$ cat src/rtl/paddle_pkg.sv
// Shared types and helpers for the paddle input hub.
// Source/axis enums and the mouse accumulator saturation range.
package paddle_pkg;

  typedef enum logic [1:0] {
    SRC_PADDLE = 2'd0,
    SRC_STICK  = 2'd1,
    SRC_MOUSE  = 2'd2
  } src_t;

  typedef enum logic {
    AXIS_X = 1'b0,
    AXIS_Y = 1'b1
  } axis_t;

  localparam logic signed [9:0] ACC_MIN = -10'sd128;
  localparam logic signed [9:0] ACC_MAX = 10'sd127;

  function automatic logic signed [8:0] acc_add(
    input logic signed [8:0] acc,
    input logic signed [8:0] d
  );
    logic signed [9:0] s;
    s = {acc[8], acc} + {d[8], d};
    if (s > ACC_MAX) s = ACC_MAX;
    else if (s < ACC_MIN) s = ACC_MIN;
    return s[8:0];
  endfunction

endpackage

$ cat src/rtl/paddle_chan.sv
// One paddle channel: source FSM, axis select, mouse accumulators
// and the two-stage position pipeline.
module paddle_chan
  import paddle_pkg::*;
#(
  parameter int OUT_W        = 8,
  parameter int STICK_THRESH = 100
) (
  input  logic              clk,
  input  logic              reset,
  input  logic              inv,
  input  logic              paddle_btn,
  input  logic              stick_btn,
  input  logic [15:0]       joy,
  input  logic [7:0]        paddle,
  input  logic              mouse_evt,
  input  logic              mouse_sel,
  input  logic [1:0]        mouse_btn,
  input  logic signed [8:0] dx,
  input  logic signed [8:0] dy,
  output logic [OUT_W-1:0]  a_out,
  output logic              b_out,
  output logic [1:0]        src
);

  localparam logic [7:0] TH = 8'(STICK_THRESH);

  src_t  src_q, src_d;
  axis_t axis_q, axis_d;
  logic signed [8:0] acc_x, acc_y;
  logic [7:0] pre_q, val, pre_v;
  logic [OUT_W-1:0] wide, a_q;
  logic b_q, b_d;
  logic x_hit, y_hit;

  assign x_hit = !joy[7] && (joy[7:0] > TH);
  assign y_hit = !joy[15] && (joy[15:8] > TH);

  always_ff @(posedge clk or posedge reset) begin
    if (reset) begin
      src_q  <= SRC_PADDLE;
      axis_q <= AXIS_X;
    end else begin
      src_q  <= src_d;
      axis_q <= axis_d;
    end
  end

  always_comb begin
    src_d  = src_q;
    axis_d = axis_q;
    if (paddle_btn)     src_d = SRC_PADDLE;
    else if (stick_btn) src_d = SRC_STICK;
    else if (mouse_evt) src_d = SRC_MOUSE;
    // Stick deflection wins on X when both axes exceed the threshold
    if (src_d == SRC_STICK) begin
      if (x_hit)      axis_d = AXIS_X;
      else if (y_hit) axis_d = AXIS_Y;
    end else if (src_d == SRC_MOUSE && mouse_evt) begin
      if (mouse_btn[0])      axis_d = AXIS_X;
      else if (mouse_btn[1]) axis_d = AXIS_Y;
    end
  end

  always_ff @(posedge clk or posedge reset) begin
    if (reset) begin
      acc_x <= '0;
      acc_y <= '0;
    end else if (mouse_evt) begin
      acc_x <= acc_add(acc_x, dx);
      acc_y <= acc_add(acc_y, dy);
    end
  end

  always_comb begin
    val = {~paddle[7], paddle[6:0]};
    b_d = paddle_btn;
    unique case (src_q)
      SRC_PADDLE: begin
        val = {~paddle[7], paddle[6:0]};
        b_d = paddle_btn;
      end
      SRC_STICK: begin
        val = (axis_q == AXIS_Y) ? joy[15:8] : joy[7:0];
        b_d = stick_btn;
      end
      SRC_MOUSE: begin
        val = (axis_q == AXIS_Y) ? acc_y[7:0] : acc_x[7:0];
        b_d = mouse_sel && (|mouse_btn);
      end
      default: begin
        val = {~paddle[7], paddle[6:0]};
        b_d = paddle_btn;
      end
    endcase
  end

  assign pre_v = inv ? ~pre_q : pre_q;

  generate
    if (OUT_W > 8) begin : g_wide
      assign wide = {pre_v, pre_v[7 -: OUT_W-8]};
    end else begin : g_narrow
      assign wide = pre_v;
    end
  endgenerate

  always_ff @(posedge clk or posedge reset) begin
    if (reset) begin
      pre_q <= '0;
      a_q   <= '0;
      b_q   <= 1'b0;
    end else begin
      pre_q <= val;
      a_q   <= wide;
      b_q   <= b_d;
    end
  end

  assign a_out = a_q;
  assign b_out = b_q;
  assign src   = src_q;

endmodule

$ cat src/rtl/paddle_input_hub.sv
// Multi-channel paddle front end: shared mouse strobe tracking
// and delta conditioning feeding NUM_CH paddle_chan instances.
module paddle_input_hub
  import paddle_pkg::*;
#(
  parameter int NUM_CH       = 4,
  parameter int OUT_W        = 8,
  parameter int MOUSE_CLAMP  = 10,
  parameter int MOUSE_SHIFT  = 1,
  parameter int STICK_THRESH = 100,
  parameter int MCW          = (NUM_CH > 1) ? $clog2(NUM_CH) : 1
) (
  input  logic                    clk,
  input  logic                    reset,
  input  logic                    inv,
  input  logic [NUM_CH-1:0]       stick_btn,
  input  logic [NUM_CH-1:0]       paddle_btn,
  input  logic [16*NUM_CH-1:0]    joy_a,
  input  logic [8*NUM_CH-1:0]     paddle,
  input  logic [24:0]             ps2_mouse,
  input  logic [MCW-1:0]          mouse_ch,
  output logic [OUT_W*NUM_CH-1:0] a_out,
  output logic [NUM_CH-1:0]       b_out,
  output logic [2*NUM_CH-1:0]     src
);

  localparam logic signed [8:0] CLP = 9'(MOUSE_CLAMP);
  localparam logic signed [8:0] CLN = -CLP;

  logic strobe_q, armed_q, evt;
  logic signed [8:0] dx, dy;
  logic unused_bits;

  function automatic logic signed [8:0] clamp_delta(
    input logic       sgn,
    input logic [7:0] raw
  );
    logic signed [8:0] v;
    v = $signed({sgn, raw}) >>> MOUSE_SHIFT;
    if (v > CLP)      v = CLP;
    else if (v < CLN) v = CLN;
    return v;
  endfunction

  // First clock out of reset only captures the strobe level
  always_ff @(posedge clk or posedge reset) begin
    if (reset) begin
      strobe_q <= 1'b0;
      armed_q  <= 1'b0;
    end else begin
      strobe_q <= ps2_mouse[24];
      armed_q  <= 1'b1;
    end
  end

  assign evt = armed_q && (ps2_mouse[24] != strobe_q);
  assign dx  = clamp_delta(ps2_mouse[4], ps2_mouse[15:8]);
  assign dy  = clamp_delta(ps2_mouse[5], ps2_mouse[23:16]);

  assign unused_bits = ^{ps2_mouse[7:6], ps2_mouse[3:2]};

  for (genvar i = 0; i < NUM_CH; i++) begin : g_ch
    logic sel;
    assign sel = (32'(mouse_ch) == 32'(i));

    paddle_chan #(
      .OUT_W       (OUT_W),
      .STICK_THRESH(STICK_THRESH)
    ) u_chan (
      .clk       (clk),
      .reset     (reset),
      .inv       (inv),
      .paddle_btn(paddle_btn[i]),
      .stick_btn (stick_btn[i]),
      .joy       (joy_a[16*i +: 16]),
      .paddle    (paddle[8*i +: 8]),
      .mouse_evt (evt && sel),
      .mouse_sel (sel),
      .mouse_btn (ps2_mouse[1:0]),
      .dx        (dx),
      .dy        (dy),
      .a_out     (a_out[OUT_W*i +: OUT_W]),
      .b_out     (b_out[i]),
      .src       (src[2*i +: 2])
    );
  end

endmodule

$ cat config.mk
export PLATFORM = sky130hd
export DESIGN_NAME = paddle_input_hub
export DESIGN_NICKNAME = d
export VERILOG_FILES = /design/src/rtl/paddle_pkg.sv /design/src/rtl/paddle_chan.sv /design/src/rtl/paddle_input_hub.sv
export SDC_FILE = /design/constraint.sdc
export NUM_CORES = 1
export LEC_CHECK = 0
export ABC_AREA = 0
export BUFFER_PORTS_ARGS = -buffer_cell sky130_fd_sc_hd__clkbuf_2
export CAP_MARGIN = 30
export CORE_MARGIN = 2
export CORE_UTILIZATION = 55
export DETAILED_ROUTE_END_ITERATION = 8
export PLACE_DENSITY = 0.78
export SLEW_MARGIN = 5
export SYNTH_ARGS = -nofsm -noshare
export SYNTH_HDL_FRONTEND = slang
export SYNTH_HIERARCHICAL = 1
export SYNTH_SLANG_ARGS = --single-unit
$ cat constraint.sdc
create_clock -name clk -period 7.4 [get_ports clk]
set_input_delay 0.37 -clock clk [delete_from_list [all_inputs] [get_ports clk]]
set_output_delay 0.37 -clock clk [all_outputs]
set_load 0.02 [all_outputs]
==> results of run 1 <==
## cell usage in the layout, fill, tap and decap left out, types with 10 or more instances in the layout
| master | netlist | routed |
|---|---|---|
| nor2b_1 | 16 | 16 |
| a221oi_1 | 48 | 48 |
| clkbuf_16 | 0 | 17 |
| nor2_1 | 79 | 79 |
| buf_4 | 4 | 13 |
| o21ai_0 | 24 | 24 |
| a21o_1 | 26 | 26 |
| nand2_1 | 44 | 44 |
| nor3_1 | 10 | 10 |
| a21oi_1 | 104 | 104 |
| a211oi_1 | 12 | 12 |
| a211o_1 | 12 | 12 |
| inv_1 | 59 | 59 |
| nand3_1 | 16 | 16 |
| nand2b_1 | 10 | 10 |
| ha_1 | 82 | 82 |
| dfrtp_1 | 154 | 154 |
| mux2_2 | 64 | 64 |
| a221o_1 | 56 | 56 |
| xnor2_1 | 17 | 17 |
| xor2_1 | 48 | 48 |
| clkbuf_2 | 0 | 171 |
| o21ai_2 | 12 | 12 |
## area by class of cell
cell class                      count  area [µm²]
Timing Repair Buffer              186         991
Inverter                           63         236
Multi-Input combinational cell    836        6880
Fill cell                        1597        7270
Tap cell                          270         338
Sequential cell                   154        3850
Clock buffer                       20         437
Clock inverter                     12        95.1
## path summary, 6_finish.rpt
| check | slack (ns) | start | to |
|---|---|---|---|
| worst max-delay path | 3.44 | ps2_mouse[4] | g_ch[2].u_chan/acc_x[0] |
| worst min-delay path | 0.08 | ps2_mouse[24] | strobe_q |
| worst max register to register | 4.77 | g_ch[1].u_chan/acc_y[0] | g_ch[1].u_chan/acc_y[1] |
| worst min register to register | 0.43 | g_ch[0].u_chan/pre_q[1] | g_ch[0].u_chan/a_out[1] |
| max in group asynchronous | 6.18 | reset | g_ch[0].u_chan/acc_y[2] |
| min in group asynchronous | 0.45 | reset | armed_q |
## state kept, by name (all words and copies together), names as in the netlist
register,flops
g_ch.u_chan/pre_q,32
g_ch.u_chan/acc_y,36
g_ch.u_chan/src,8
g_ch.u_chan/axis_q,4
armed_q,1
g_ch.u_chan/a_out,32
strobe_q,1
g_ch.u_chan/b_out,4
g_ch.u_chan/acc_x,36
## metal layers
metal	up-vias	GRT usage, %	wire [µm]
li1	4520	-	-
met1	4679	34.4	12100
met2	269	47.4	14400
met3	44	3.88	1180
met4	0	8.83	641
met5	-	0	0
## power by group through the flow
stage / clock, mW / combinational [mW] / sequential, mW
after floorplan: 0 / 2.06 / 1.29
after global placement: 0 / 2.44 / 1.36
after detailed placement: 0 / 2.51 / 1.38
after CTS: 0.806 / 2.54 / 1.36
after global routing: 0.844 / 2.81 / 1.40
final: 0.796 / 2.56 / 1.37
## metrics by stage
| stage | util [%] | power [mW] | instance area [µm²] | cells |
|---|---|---|---|---|
| floorplan | - | 3.36 | 11200 | 1099 |
| global placement | 61.0 | 3.81 | 12300 | 1507 |
| detailed placement | 61.1 | 3.89 | 12300 | 1508 |
| CTS | 63.8 | 4.71 | 12800 | 1541 |
| global route | 63.8 | 5.05 | 12800 | 1541 |
| finish | 63.8 | 4.72 | 12800 | 1541 |
## kinds of logic after synthesis
logic type | Yosys count | synth area share (%)
xor gates and xnor gates | 65 | 5.10
adders and majority gates | 90 | 10.6
and+or+nand+nor | 226 | 11.2
muxes | 64 | 6.45
buffers and inverters | 109 | 3.91
other | 1 | 0.0336
AOI/OAI and AO/OA | 390 | 28.2
DFF | 154 | 34.5
==> results.json, run 1 <==
{
  "run_status": "finished clean",
  "drt-wirelength-per-cell_um": 18.4,
  "syn_to_final_growth_pct": 14.9,
  "hold_buffers": 1,
  "ir_drop_v": 0.000170,
  "avgViaCountPerCell": 6.17,
  "crit_family": "compound AO/OA/AOI/OAI gates",
  "synth_top_cell_by_area": "dfrtp_1",
  "routed_wl_um": 28300,
  "clkLatencyLatePin_ns": 0.43,
  "cp-end-kind": "register",
  "drc": 0,
  "cts_setup_buffers": 0,
  "place_ws_ns": 3.07,
  "critPathMaxStageDelay_ns": 0.95,
  "cp_cell_sequence": "clkbuf_2 -> nand4_1 -> or2_2 -> ha_1 -> nand2b_1 -> a221oi_1 -> ha_1 -> fa_1 -> a211o_1 -> and4_4 -> a211oi_4 -> nor4_2 -> nor3_2 -> a221o_1",
  "tns_ns": 0,
  "gp_congestion": 0.886,
  "fin_worst_skew_ns": 0.00870,
  "reg2regPathDepth": 8,
  "htreeDepth": 4,
  "cp.arrival_ns": 4.28,
  "cts_num_sinks": 154,
  "root_buffer": "clkbuf_16",
  "grt_pass1_wl_um": 46700,
  "slowest_stage": "a221oi_1",
  "grt_overflow": 0,
  "worst_ep_required_time_ns": 7.71,
  "synth_warnings": 6,
  "synthTopCellsByArea": "dfrtp_1, ha_1, mux2_2",
  "grt_pass1_vias": 9356,
  "finalHoldViolCount": 0,
  "portBuffers": 171,
  "place_hpwl_um": 21200,
  "async_reset_ff_share_pct": 100,
  "synth_most_common_cell": "dfrtp_1",
  "seqPwrFrac_pct": 29.0,
  "pwr-share-clk_pct": 16.8,
  "crit_type": "in2reg",
  "p_sw_share_pct": 42.4,
  "p_comb_share_pct": 54.2,
  "synth_top_area_share_pct": 34.5,
  "crit_cells": 14,
  "vias": 9512,
  "yosysUniqueCellTypes": 54,
  "initial_core_util_pct": 55.6,
  "dieWidth_um": 147,
  "maxCapViolCount": 0,
  "fp.dieArea_um2": 21500,
  "powerDensity_nw_per_um2": 368,
  "drv_slew": 0,
  "clk_pin_slew_ns": 0.06,
  "cp_common_cell": "ha_1",
  "drive_gt1_share_pct": 29.3,
  "syn-num-nets": 1323,
  "synth_common_cells": "dfrtp_1, a21oi_1, ha_1",
  "rows": 52,
  "nets": 1482,
  "p_int_mw": 2.72,
  "dr.pass1.iters": 5,
  "syn_avg_cell_area_um2": 10.2,
  "fin_crit_sh_pct": 53.6,
  "syn-cell-area_um2": 11200,
  "synth_seq_cells": 154,
  "hp-class": "in2reg",
  "rsz0062_at_grt": "false",
  "hold_slack_ns": 0.0805,
  "antenna_found_initial": 0,
  "fmax_ghz": 0.252,
  "synth_edf_count": 0,
  "synthCells": 1099,
  "ctsResizeCount": 0,
  "ys_seq_area_share_pct": 34.5,
  "cts_tree": "yes",
  "leakagePower_nw": 5.98,
  "worst_slew_pin_slew_ns": 1.24,
  "crit_buf_inv": 1,
  "power.switching_mw": 2.00,
  "finalSetupViolCount": 0,
  "die_y_um": 147,
  "drt_iter0_drc": 687,
  "synth_ff_type": "dfrtp_1",
  "io_pins": 178,
  "clockBufferDepth": 2,
  "core-area_um2": 20100,
  "antenna_cells": 0,
  "ant_nets": 0,
  "fin_ws_ns": 3.44,
  "grt_max_degree": 39,
  "holdPathStages": 1,
  "numCtsBuffers": 17,
  "cp_max_fo": 7,
  "gr-usage-all-layers_pct": 27.0,
  "relSlewSlack_pct": 17.6,
  "worst_setup_path_start_kind": "input port",
  "period_needed_ns": 3.96
}
Note: power is estimated with default switching activity, not from simulation.
==> run 2: changes to the inputs <==
--- a/config.mk
+++ b/config.mk
@@ -5,11 +5,11 @@
 export SDC_FILE = /design/constraint.sdc
 export NUM_CORES = 1
 export LEC_CHECK = 0
-export ABC_AREA = 0
+export ABC_AREA = 1
 export BUFFER_PORTS_ARGS = -buffer_cell sky130_fd_sc_hd__clkbuf_2
 export CAP_MARGIN = 30
 export CORE_MARGIN = 2
-export CORE_UTILIZATION = 55
+export CORE_UTILIZATION = 53
 export DETAILED_ROUTE_END_ITERATION = 8
 export PLACE_DENSITY = 0.78
 export SLEW_MARGIN = 5
==> constraint.sdc (replaced) <==
create_clock -name clk -period 3.6 [get_ports clk]
set_input_delay 0.18 -clock clk [delete_from_list [all_inputs] [get_ports clk]]
set_output_delay 0.18 -clock clk [all_outputs]
set_load 0.02 [all_outputs]
==> run 2 against run 1 <==
Effect of this change: utilization down 0.13 points; die area up 8.6%; setup slack worse by 2.4 ns; critical path depth up 4; design area up 8.0%; non-clock buffer count up 42; sequential share of layout area down 2.2 points.
==> results.json, run 2 <==
{
  "run_status": "finished clean",
  "gp_congestion": 0.918,
  "nets": 2113,
  "worst_setup_path_start_kind": "input port",
  "leakagePower_nw": 7.68,
  "async_reset_ff_share_pct": 100,
  "place_hpwl_um": 23600,
  "fin_crit_sh_pct": 72.2,
  "cts_num_sinks": 154,
  "portBuffers": 171,
  "worstHoldStart": "paddle[1]",
  "reg2regPathDepth": 10,
  "avgViaCountPerCell": 5.21,
  "ir_drop_v": 0.000425,
  "tns_ns": 0,
  "period_needed_ns": 2.60,
  "yosysUniqueCellTypes": 31,
  "drt_iter0_drc": 878,
  "fmax_ghz": 0.385,
  "cp.arrival_ns": 2.93,
  "finalHoldViolCount": 0,
  "clk_pin_slew_ns": 0.06,
  "dr.pass1.iters": 5,
  "rows": 54,
  "grt_overflow": 0,
  "drt-wirelength-per-cell_um": 14.3,
  "core-area_um2": 21800,
  "worst_ep_required_time_ns": 3.93,
  "die_y_um": 153,
  "cp_max_fo": 8,
  "synth_seq_cells": 154,
  "initial_core_util_pct": 53.9,
  "synth_ff_type": "dfrtp_1",
  "synth_edf_count": 0,
  "drive_gt1_share_pct": 16.4,
  "final_cell_mix": "nand2_1, inv_1, clkbuf_2, dfrtp_1, nor2_1",
  "synthTopCellsByArea": "dfrtp_1, nand2_1, ha_1",
  "crit_type": "in2reg",
  "drv_slew": 0,
  "fp.dieArea_um2": 23300,
  "grt_pass1_wl_um": 51800,
  "relSlewSlack_pct": 52.3,
  "grt_pass1_vias": 10889,
  "utilization_pct": 63.7,
  "hold_slack_ns": 0.00945,
  "cts_tree": "yes",
  "rsz0062_at_grt": "false",
  "synth_warnings": 6,
  "r2r_end": "g_ch[1].u_chan/axis_q",
  "n_fill_cell": 1962,
  "maxCapViolCount": 0,
  "final-instance-count-excl-fill": 2182,
  "numCtsBuffers": 17,
  "antenna_cells": 0,
  "ys_seq_area_share_pct": 32.9,
  "htreeDepth": 4,
  "holdPathStages": 3,
  "synth_common_cells": "nand2_1, inv_1, dfrtp_1",
  "synth_top_area_share_pct": 32.9,
  "final_cell_area_um2": 13900,
  "whs_endpoint": "g_ch[0].u_chan/pre_q[1]",
  "r2r-start": "strobe_q",
  "dp_cells": 2120,
  "ant_nets": 0,
  "layout_commonest_cell": "nand2_1",
  "worst_slew_pin_slew_ns": 0.715,
  "clkLatencyLatePin_ns": 0.44,
  "top_regs": "g_ch.u_chan/acc_x (36), g_ch.u_chan/acc_y (36)",
  "powerDensity_nw_per_um2": 748,
  "finalSetupViolCount": 0,
  "syn-num-nets": 1902,
  "vias": 11367,
  "antenna_found_initial": 0,
  "drc": 0,
  "gr-usage-all-layers_pct": 27.0,
  "hp-class": "in2reg",
  "place_area_um2": 12900,
  "synth_top_cell_by_area": "dfrtp_1",
  "synth_most_common_cell": "nand2_1",
  "syn-cell-area_um2": 11700,
  "ctsResizeCount": 0,
  "cp-end-kind": "register",
  "grt_max_degree": 39,
  "r2r_setup_slack_ns": 1.15,
  "synthCells": 1678,
  "clockBufferDepth": 2,
  "syn_avg_cell_area_um2": 6.98,
  "root_buffer": "clkbuf_16",
  "io_pins": 178,
  "fin_worst_skew_ns": 0.00996,
  "dieWidth_um": 153,
  "crit_start": "ps2_mouse[5]",
  "routed_wl_um": 31100,
  "syn_to_final_growth_pct": 18.3
}
==> run 2: per-layer routing <==
layer,share of wire (%),global-route usage [%]
met4,1.7,8.55
met1,44,36.2
met5,0,0
met3,6.6,3.47
met2,48,45.5
==> run 2: what timing repair did <==
action                                 CTS  global route
buffers inserted                         0             0
hold buffers                            30             0
endpoints found under the hold margin  144             0
==> run 2: kinds of logic (layout without fill, tap and decap cells) <==
| family | count (synthesis) | in the layout | synth area share (%) |
|---|---|---|---|
| other | 1 | 1 | 0.0320 |
| buffers and inverters | 228 | 452 | 8.07 |
| xor gates and xnor gates | 72 | 72 | 5.38 |
| AOI/OAI and AO/OA | 234 | 234 | 11.3 |
| and+or+nand+nor | 899 | 899 | 32.2 |
| adders and majority gates | 90 | 90 | 10.1 |
| DFF | 154 | 154 | 32.9 |
==> run 2: area by class of cell <==
class	count	area (µm²)	share of cell area, %
multi-input cells	1296	6930	50.0
flip-flops and latches	154	3850	27.8
repair buffers	228	1390	10.0
inverters	192	721	5.20
clock buffers	17	425	3.07
well taps	280	350	2.53
clock inverters	15	183	1.32
==> run 2: per-stage QoR <==
step | setup WS, ns | power, mW
global placement | 0.626 | 8.21
CTS | 1.01 | 10.4
floorplan | 1.21 | 7.17
global route | 0.705 | 11.3
finish | 1.00 | 10.4
detailed placement | 0.559 | 8.40
==> run 2: worst max path at each step <==
| stage | to | slack [ns] | depth (start not counted) |
|---|---|---|---|
| 2_1_floorplan | g_ch[0].u_chan/acc_x[1] | 1.21 | 17 |
| 3_3_place_gp | g_ch[0].u_chan/acc_y[5] | 0.63 | 18 |
| 3_5_place_dp | g_ch[0].u_chan/acc_y[6] | 0.56 | 16 |
| 4_1_cts | g_ch[0].u_chan/acc_y[1] | 1.01 | 16 |
| 5_1_grt | g_ch[0].u_chan/acc_y[2] | 0.70 | 18 |
| 6_report | g_ch[0].u_chan/acc_y[3] | 1.00 | 18 |
==> run 2: worst max-delay path: stages <==
cell	delay, ns
clkbuf_2	0.10
clkinv_1	0.19
ha_1	0.43
nor2_1	0.11
nand2_1	0.39
fa_1	0.61
nand3_1	0.10
nand2_1	0.11
nand2_1	0.11
nand2_1	0.05
nand2_1	0.08
nand2_1	0.06
nand2_2	0.07
nand2_4	0.09
nand2_1	0.08
nand2_1	0.05
nand2_1	0.05
nand2_1	0.04
==> run 2: power by group <==
part | internal [mW] | switching (mW) | total, mW
Clock | 1.05 | 0.822 | 1.87
Combinational | 2.16 | 3.59 | 5.74
Sequential | 2.24 | 0.510 | 2.75
Total | 5.45 | 4.92 | 10.4
